**src/rtl/ysyx_24100006_ifu_ctrl_if.sv**
```systemverilog
// Instruction-fetch read channel between the IFU controller and the memory bus.
// The controller is the master; the memory side is the slave.
interface ysyx_24100006_ifu_ctrl_if;
  logic        arvalid;
  logic        arready;
  logic [31:0] araddr;
  logic        rvalid;
  logic        rready;
  logic [31:0] rdata;
  logic [1:0]  rresp;

  modport master (
    output arvalid, araddr, rready,
    input  arready, rvalid, rdata, rresp
  );

  modport slave (
    input  arvalid, araddr, rready,
    output arready, rvalid, rdata, rresp
  );
endinterface

```
**src/rtl/ysyx_24100006_ifu_ctrl.sv**
```systemverilog
// Single-outstanding instruction fetch controller: issues a read for pc, hands the
// instruction to decode, then waits for the next PC or raises an access/timeout fault.
module ysyx_24100006_ifu_ctrl #(
  parameter int unsigned TIMEOUT = 255
) (
  input  logic                            clk,
  input  logic                            reset,
  input  logic [31:0]                     pc,
  input  logic                            npc_valid,
  output logic                            pcw,
  output logic [1:0]                      access_fault,
  ysyx_24100006_ifu_ctrl_if.master        bus,
  output logic                            inst_valid,
  input  logic                            inst_ready,
  output logic [31:0]                     inst,
  output logic [31:0]                     inst_pc,
  output logic [31:0]                     fetch_cnt
);

  typedef enum logic [2:0] {
    S_IDLE, S_REQ, S_WAIT, S_HOLD, S_EXEC, S_FAULT
  } state_e;

  typedef struct packed {
    logic [31:0] inst;
    logic [31:0] pc;
  } fetch_rsp_t;

  localparam logic [1:0]  F_NONE    = 2'b00;
  localparam logic [1:0]  F_ACCESS  = 2'b01;
  localparam logic [1:0]  F_TIMEOUT = 2'b10;
  // Counter value seen during the TIMEOUT-th cycle of REQ plus WAIT.
  localparam logic [31:0] TMO_LAST  = 32'(TIMEOUT - 1);

  state_e     state_q, state_d;
  logic [31:0] tmo_q, tmo_d;
  logic [1:0]  fault_q, fault_d;
  fetch_rsp_t  rsp_q, rsp_d;
  logic [31:0] cnt_q, cnt_d;

  logic arvalid, rready, tmo_expire;

  always_comb begin
    state_d      = state_q;
    tmo_d        = tmo_q;
    fault_d      = fault_q;
    rsp_d        = rsp_q;
    cnt_d        = cnt_q;
    arvalid      = 1'b0;
    rready       = 1'b0;
    inst_valid   = 1'b0;
    pcw          = 1'b0;
    access_fault = F_NONE;
    tmo_expire   = (tmo_q >= TMO_LAST);

    unique case (state_q)
      S_IDLE: state_d = S_REQ;
      S_REQ: begin
        if (pc[1:0] != 2'b00) begin
          fault_d = F_ACCESS;
          state_d = S_FAULT;
        end else begin
          arvalid = 1'b1;
          // A handshake landing on the last allowed cycle wins over the timeout.
          if (bus.arready) begin
            state_d = S_WAIT;
          end else if (tmo_expire) begin
            fault_d = F_TIMEOUT;
            state_d = S_FAULT;
          end
        end
      end
      S_WAIT: begin
        rready = 1'b1;
        if (bus.rvalid) begin
          if (bus.rresp != 2'b00) begin
            fault_d = F_ACCESS;
            state_d = S_FAULT;
          end else begin
            rsp_d   = '{inst: bus.rdata, pc: pc};
            state_d = S_HOLD;
          end
        end else if (tmo_expire) begin
          fault_d = F_TIMEOUT;
          state_d = S_FAULT;
        end
      end
      S_HOLD: begin
        inst_valid = 1'b1;
        if (inst_ready) begin
          cnt_d   = cnt_q + 32'd1;
          state_d = S_EXEC;
        end
      end
      S_EXEC: begin
        if (npc_valid) begin
          pcw     = 1'b1;
          state_d = S_REQ;
        end
      end
      S_FAULT: begin
        pcw          = 1'b1;
        access_fault = fault_q;
        fault_d      = F_NONE;
        state_d      = S_REQ;
      end
      default: state_d = S_IDLE;
    endcase

    if (state_q == S_REQ || state_q == S_WAIT)
      tmo_d = (tmo_q == 32'hffff_ffff) ? tmo_q : tmo_q + 32'd1;
    if (state_d == S_REQ && state_q != S_REQ)
      tmo_d = '0;
  end

  always_ff @(posedge clk) begin
    if (reset) begin
      state_q <= S_IDLE;
      tmo_q   <= '0;
      fault_q <= F_NONE;
      rsp_q   <= '0;
      cnt_q   <= '0;
    end else begin
      state_q <= state_d;
      tmo_q   <= tmo_d;
      fault_q <= fault_d;
      rsp_q   <= rsp_d;
      cnt_q   <= cnt_d;
    end
  end

  // pc is only rewritten by pcw, which never fires while a request is open.
  assign bus.arvalid = arvalid;
  assign bus.araddr  = arvalid ? pc : 32'd0;
  assign bus.rready  = rready;
  assign inst        = rsp_q.inst;
  assign inst_pc     = rsp_q.pc;
  assign fetch_cnt   = cnt_q;

endmodule

```
**src/flat_wrapper.sv**
```systemverilog
// flat-port wrapper written by rule: the top's interface ports become plain ports
module ysyx_24100006_ifu_ctrl_flat 
#(
  parameter int unsigned TIMEOUT = 255
)
  (clk, reset, pc, npc_valid, pcw, access_fault, inst_valid, inst_ready, inst, inst_pc, fetch_cnt, bus_arvalid, bus_araddr, bus_rready, bus_arready, bus_rvalid, bus_rdata, bus_rresp);
  ysyx_24100006_ifu_ctrl_if bus_i ();
  input  logic clk;
  input  logic reset;
  input  logic [31:0] pc;
  input  logic npc_valid;
  output logic pcw;
  output logic [1:0] access_fault;
  output logic inst_valid;
  input  logic inst_ready;
  output logic [31:0] inst;
  output logic [31:0] inst_pc;
  output logic [31:0] fetch_cnt;
  output wire logic [$bits(bus_i.arvalid)-1:0] bus_arvalid;
  output wire logic [$bits(bus_i.araddr)-1:0] bus_araddr;
  output wire logic [$bits(bus_i.rready)-1:0] bus_rready;
  input wire logic [$bits(bus_i.arready)-1:0] bus_arready;
  input wire logic [$bits(bus_i.rvalid)-1:0] bus_rvalid;
  input wire logic [$bits(bus_i.rdata)-1:0] bus_rdata;
  input wire logic [$bits(bus_i.rresp)-1:0] bus_rresp;
  assign bus_arvalid = bus_i.arvalid;
  assign bus_araddr = bus_i.araddr;
  assign bus_rready = bus_i.rready;
  assign bus_i.arready = bus_arready;
  assign bus_i.rvalid = bus_rvalid;
  assign bus_i.rdata = bus_rdata;
  assign bus_i.rresp = bus_rresp;
  ysyx_24100006_ifu_ctrl #(.TIMEOUT(TIMEOUT)) u_core (.clk(clk), .reset(reset), .pc(pc), .npc_valid(npc_valid), .pcw(pcw), .access_fault(access_fault), .bus(bus_i), .inst_valid(inst_valid), .inst_ready(inst_ready), .inst(inst), .inst_pc(inst_pc), .fetch_cnt(fetch_cnt));
endmodule
```
**config.mk**
```make
export PLATFORM = sky130hd
export DESIGN_NAME = ysyx_24100006_ifu_ctrl_flat
export DESIGN_NICKNAME = d
export VERILOG_FILES = /design/src/rtl/ysyx_24100006_ifu_ctrl_if.sv /design/src/rtl/ysyx_24100006_ifu_ctrl.sv /design/src/flat_wrapper.sv
export SDC_FILE = /design/constraint.sdc
export NUM_CORES = 1
export LEC_CHECK = 0
export CORE_UTILIZATION = 25
export CTS_CLUSTER_DIAMETER = 150
export DETAILED_ROUTE_END_ITERATION = 7
export HOLD_SLACK_MARGIN = 0.03
export MAX_ROUTING_LAYER = met4
export PLACE_DENSITY = 0.56
export REMOVE_ABC_BUFFERS = 1
export SYNTH_ARGS = -nofsm -noshare
export SYNTH_HDL_FRONTEND = slang
export SYNTH_SLANG_ARGS = --single-unit
```
**constraint.sdc**
```tcl
create_clock -name clk -period 2.5 [get_ports clk]
set_input_delay 0.375 -clock clk [delete_from_list [all_inputs] [get_ports clk]]
set_output_delay 0.375 -clock clk [all_outputs]
set_load 0.01 [all_outputs]
```
# ---- After elaboration in Yosys (flattened, before gate mapping)
# Index checks and enable logic that the tools add are counted.
dict set report totals {
  rom_bits 0
  elab_cells 55
  latchBits 0
  ram_bits 0
  reg_bits 133
  out_inout_bits 134
  memories 0
}
dict set report classes {
  n_mux 22
  magnitude_cmp 1
  n_reduce_logical 12
  multipliers 0
  shift 0
  bitwise_logic 2
  div_mod_pow 0
  eq_ne 10
  addsub 2
}
# op n
set ops {}
lappend ops {{adder 32 x 1 -> 32 bit (second input constant)} 2}
lappend ops {{== test 32 bit (second input constant)} 1}
lappend ops {{>= comparator 32 x 8 -> 1 bit (second input constant)} 1}
lappend ops {{2-to-1 mux 32 bit} 1}
lappend ops {{2-to-1 mux 3 bit} 7}
lappend ops {{one-hot mux 3 bit (5 select lines)} 1}
lappend ops {{2-to-1 mux 2 bit} 6}
lappend ops {{== test 3 x 1 -> 1 bit (second input constant)} 2}
lappend ops {{== test 3 x 2 -> 1 bit (second input constant)} 2}
lappend ops {{== test 3 bit (second input constant)} 2}
lappend ops {{inequality test 3 x 2 -> 1 bit (second input constant)} 2}
lappend ops {{one-hot mux 2 bit (3 select lines)} 1}
lappend ops {{AND reduction 3 bit} 2}
lappend ops {{2-to-1 mux 1 bit} 5}
lappend ops {{AND reduction 2 bit} 2}
lappend ops {{nonzero test 2 bit} 2}
lappend ops {{OR reduction 2 bit} 2}
lappend ops {{zero test 3 bit} 1}
lappend ops {{inequality test 3 x 1 -> 1 bit (second input constant)} 1}
lappend ops {{nonzero test 3 bit} 1}
lappend ops {{inverter 1 bit} 2}
lappend ops {{one-hot mux 1 bit (2 select lines)} 1}
lappend ops {{logical AND 1 bit} 1}
lappend ops {{logical OR 1 bit} 1}

# ---- Logic depth before layout (Yosys ltp)
dict set report depth {
  ltp_word 8
  ltp_mapped 8
  ltp_nobuf 7
}

# ---- Least setup slack after synthesis
# No wires, ideal clock.
dict set report synth_path {
  path_type {flip-flop to flip-flop}
  startpoint {reg u_core.tmo_q[21]}
  endpoint {reg u_core.tmo_q[9]}
  n_path_buf 1
  path_slack_ps 369
  arrival_time_ps 2060
  stages_incl_launch_ff 7
  setup_time_ps 72
  cell_sequence {dfxtp_1 nand4_4 or4_4 buf_6 or4_4 nand3_1 mux2i_1}
}
dict set report synth_via {
  elab_chain_cells 8
}
# item line_no
set synth_rtl {}
lappend synth_rtl {{start: declaration} ysyx_24100006_ifu_ctrl.sv:36} ;# logic [31:0] tmo_q, tmo_d;
lappend synth_rtl {{start signal: assignment} ysyx_24100006_ifu_ctrl.sv:125} ;# tmo_q <= tmo_d;
lappend synth_rtl {{>= comparator 32 x 8 -> 1 bit} ysyx_24100006_ifu_ctrl.sv:54} ;# tmo_expire = (tmo_q >= TMO_LAST);
lappend synth_rtl {{2-to-1 mux 3 bit} {ysyx_24100006_ifu_ctrl.sv:67, ysyx_24100006_ifu_ctrl.sv:83}}
lappend synth_rtl {{2-to-1 mux 3 bit} ysyx_24100006_ifu_ctrl.sv:65} ;# if (bus.arready) begin
lappend synth_rtl {{2-to-1 mux 3 bit} ysyx_24100006_ifu_ctrl.sv:59} ;# if (pc[1:0] != 2'b00) begin
lappend synth_rtl {{one-hot mux 3 bit (5 select lines)} ysyx_24100006_ifu_ctrl.sv:56} ;# unique case (state_q)
lappend synth_rtl {{== test 3 x 1 -> 1 bit} ysyx_24100006_ifu_ctrl.sv:112} ;# if (state_d == S_REQ && state_q != S_REQ)
lappend synth_rtl {{logical AND 1 bit} ysyx_24100006_ifu_ctrl.sv:112}
lappend synth_rtl {{OR reduction 2 bit (no line)} -}
# Several ways; a longest one is shown, not always the timed one.
# A chain may end at the register's enable or synchronous reset.

# ---- Worst setup path after layout
dict set report layout_path {
  startpoint {reg u_core.state_q[2]}
  endpoint {out inst_valid}
}
dict set report layout_via {
  elab_chain_cells 2
}
# item line_no
set layout_rtl {}
lappend layout_rtl {{start: declaration} ysyx_24100006_ifu_ctrl.sv:35} ;# state_e state_q, state_d;
lappend layout_rtl {{start signal: assignment} ysyx_24100006_ifu_ctrl.sv:124} ;# state_q <= state_d;
lappend layout_rtl {{== test 3 x 2 -> 1 bit} ysyx_24100006_ifu_ctrl.sv:56}
lappend layout_rtl {{2-to-1 mux 1 bit} ysyx_24100006_ifu_ctrl.sv:56}
lappend layout_rtl {{end: declaration} flat_wrapper.sv:14} ;# output logic inst_valid;
# No other way between the ends.

==> impl_metrics.py <==
metrics = {
    "status": {
        "status": "completed",
    },
    "detailed_routing": {
        "wl_met2_um": 8760,
        "wl_um": 18700,
        "drc_errors": 0,
        "vias_per_cell": 4.59,
        "drt.antenna.violating_nets": 0,
        "via_count": 5980,
        "post_drt_wl_per_cell_um": 14.4,
        "route.met3.wl_um": 1110,
        "wl_met1_um": 8740,
        "dr.pass1.iters": 4,
        "top_layer": "met4",
        "first_iter_violations": 288,
    },
    "pwr": {
        "vdd_drop_max_uv": 301,
        "power_mw": 4.88,
        "powerDensity_nw_per_um2": 535,
        "p_leak_nw": 3.13,
    },
    "setup_path": {
        "max_stage_delay_ps": 620,
        "worst_r2r_path_depth": 6,
        "start_kind": "flop",
        "required_ps": 2120,
        "critPathSlowestCell": "clkdlybuf4s50_1",
        "worst_setup_path_end_kind": "output pin",
        "r2r-start": "u_core.tmo_q[1]",
        "critPathMaxFanout": 10,
        "crit_chain": "buf_4, and3b_1, clkdlybuf4s50_1",
        "timing.rr.end": "u_core.tmo_q[9]",
        "crit_type": "reg -> out",
        "rrSetupSlack_ps": 190,
        "critPathArrivalTime_ps": 2030,
    },
    "min_path": {
        "hold_class": "in -> reg",
        "whs_endpoint": "u_core.inst_pc[3]",
        "holdPathStages": 2,
        "hp-start": "reset",
    },
    "placed_design": {
        "place_hpwl_um": 13700,
        "port_buffers": 203,
        "place_congestion": 0.783,
    },
    "global_routing": {
        "grt_pass1_vias": 5464,
        "grt_max_degree": 80,
        "grt_overflow": 0,
        "grt_usage_pct": 15.7,
        "grt_first_pass_wirelength_um": 29400,
        "grt_antenna_before_repair": 0,
    },
    "clock_network": {
        "cts_sinks": 133,
        "cts_inserted_buffers": 17,
        "cts_tree": "yes",
        "root_buffer": "clkbuf_16",
        "cts_max_level": 4,
        "clk_pin_slew_ps": 70,
        "clockBufferDepth": 2,
        "worst_skew_pair.late_latency_ps": 410,
    },
    "logic_synthesis": {
        "synth_area_sq_um": 5980,
        "synth_top_cell_by_area": "dfxtp_1",
        "synth_top_area_share_pct": 44.5,
        "synth_cells": 756,
        "synth-seq-cells": 133,
        "synth_edf_count": 0,
        "async_flop_share_pct": 0,
        "synthDistinctLibCells": 54,
        "yosys_warnings": 0,
        "avgSynthCellArea_sq_um": 7.92,
        "synthTopCellsByArea": "dfxtp_1 44%, nand2_1 9.7%, a21oi_1 8.0%",
        "synth_flop_cell": "dfxtp_1",
        "yosysSeqAreaShare_pct": 44.5,
    },
    "floorplanning": {
        "rows": 56,
        "chipWidth_um": 157,
        "core_sq_um": 23500,
        "start_util_pct": 25.5,
        "dieArea_sq_um": 24600,
        "dieHeight_um": 157,
        "pin_count": 206,
    },
    "layout": {
        "final_core_util_pct": 38.9,
        "area_growth_syn_to_layout_pct": 52.5,
        "nets": 1046,
        "drive_gt1_share_pct": 9.15,
        "n_antenna_cell": 0,
    },
    "timing": {
        "finClkSkew_ps": 10.9,
        "tightest_slew_ps": 704,
        "rsz0062_at_grt": "false",
        "fmax_mhz": 416,
        "drv_slew": 0,
        "finalCriticalPeriod_ps": 2400,
        "finalSetupViolCount": 0,
        "hold_viol": 0,
        "slew_headroom_pct": 53.1,
        "fin_crit_sh_pct": 96.1,
    },
    "job": {
        "cap_violations": 0,
    },
}
[metrics by stage]
| stage | std cells | hold WS [ps] | setup TNS (ps) | setup WS, ps | cell area (sq um) |
|---|---|---|---|---|---|
| after global placement | 1266 | 442 | -5010 | -212 | 8510 |
| after CTS | 1303 | 328 | 0 | 13.6 | 9110 |
| after global routing | 1303 | 341 | 0 | 0.346 | 9120 |
| after floorplan | 714 | 444 | -73670 | -1030 | 5790 |
| after detailed placement | 1266 | 446 | -7410 | -295 | 8510 |
| final | 1303 | 346 | 0 | 98.7 | 9120 |
[flip-flops by register name, summed over array words and instances, names as in the netlist]
register / count
u_core.fault_q: 2
u_core.fetch_cnt: 32
u_core.inst: 32
u_core.inst_pc: 32
u_core.state_q: 3
u_core.tmo_q: 32
[cell usage after synthesis (2+ instances only)]
master	n
xnor2_1	20
buf_4	3
buf_1	2
or3_2	3
and2_1	34
nand3_1	22
and4_1	4
nor3b_1	2
o31ai_1	4
nand3b_1	2
a311oi_1	2
dfxtp_1	133
and3_1	7
nor2b_1	2
ha_1	3
or4_1	6
nor2_1	53
nor4_1	14
xor2_1	15
or2_2	4
or3_1	21
nor4b_1	4
nand4_1	27
nand2b_1	4
clkbuf_8	2
or3b_2	2
clkbuf_1	34
or4_4	2
a21oi_1	96
nand2_1	155
mux2i_1	2
nor3_1	13
inv_1	10
o211ai_1	5
o21ai_0	25
[what timing repair did]
| item | in CTS | in global routing |
|---|---|---|
| pin swaps | 1 | 1 |
| buffers inserted | 4 | 0 |
| setup endpoints to repair | 34 | 32 |
| hold buffers | 0 | 0 |
| gates resized for setup | 39 | 8 |
| cloned | 1 | 0 |
| endpoints found under the hold margin | 0 | 0 |
[cell families (layout without fill, tap and decap cells)]
kind of cell | Yosys count | count (layout) | synth area share (%)
compound gates | 143 | 143 | 13.1
xor+xnor | 35 | 35 | 5.12
fa+ha+maj | 3 | 3 | 0.627
buf+inv | 53 | 280 | 3.99
flops | 133 | 133 | 44.5
mux | 2 | 2 | 0.335
other cells | 1 | 2 | 0.0627
simple gates | 386 | 386 | 32.3
[layer usage]
layer / global-route usage [%] / vias to the layer above
met4: 4.20 / 0
met2: 25.3 / 164
met1: 19.4 / 2761
li1: - / 3047
met5: - / -
met3: 3.85 / 8
[area by class of cell]
cell class | count | area [sq um]
fill | 2400 | 14300
multi-input combinational | 571 | 3120
clock inverter | 15 | 134
sequential | 133 | 2660
inverter | 10 | 37.5
clock buffer | 17 | 425
timing repair buffer | 238 | 2340
tap | 319 | 399
[power by group]
| part | switching, mW | internal (mW) |
|---|---|---|
| registers | 0.0127 | 2.13 |
| logic | 0.168 | 0.193 |
| clock network | 1.07 | 1.31 |
[worst max-delay path by stage]
stage,to,depth (start not counted),slack [ps],start
after floorplan,u_core.state_q[1],4,-1030,u_core.state_q[1]
after global placement,bus_araddr[15],6,-210,pc[0]
after detailed placement,bus_araddr[15],6,-290,pc[0]
after CTS,bus_araddr[15],7,10,pc[0]
after global routing,bus_araddr[30],7,0.3,pc[0]
final,inst_valid,3,100,u_core.state_q[2]
[layout by cell type (no fill, tap or decap), types with 3 or more instances in the layout]
cell type / n
a21oi_1: 96
and2_1: 34
and3_1: 7
and4_1: 4
buf_12: 4
buf_4: 29
clkbuf_16: 17
clkdlybuf4s15_1: 7
clkdlybuf4s50_1: 171
dfxtp_1: 132
dlygate4sd2_1: 24
ha_1: 3
inv_1: 9
inv_6: 8
nand2_1: 154
nand2b_1: 4
nand3_1: 22
nand4_1: 27
nor2_1: 52
nor3_1: 12
nor4_1: 13
nor4b_1: 4
o211ai_1: 5
o21ai_0: 25
o31ai_1: 4
or2_2: 4
or3_1: 20
or3_2: 3
or4_1: 6
xnor2_1: 20
xor2_1: 15
[worst max-delay path, delay by kind of cell, from the launching register on]
| family | cells | cell delay (ps) |
|---|---|---|
| buf+inv | 2 | 810 |
| flops | 1 | 380 |
| simple gates | 1 | 420 |
Power figures use the tool's default switching activity.
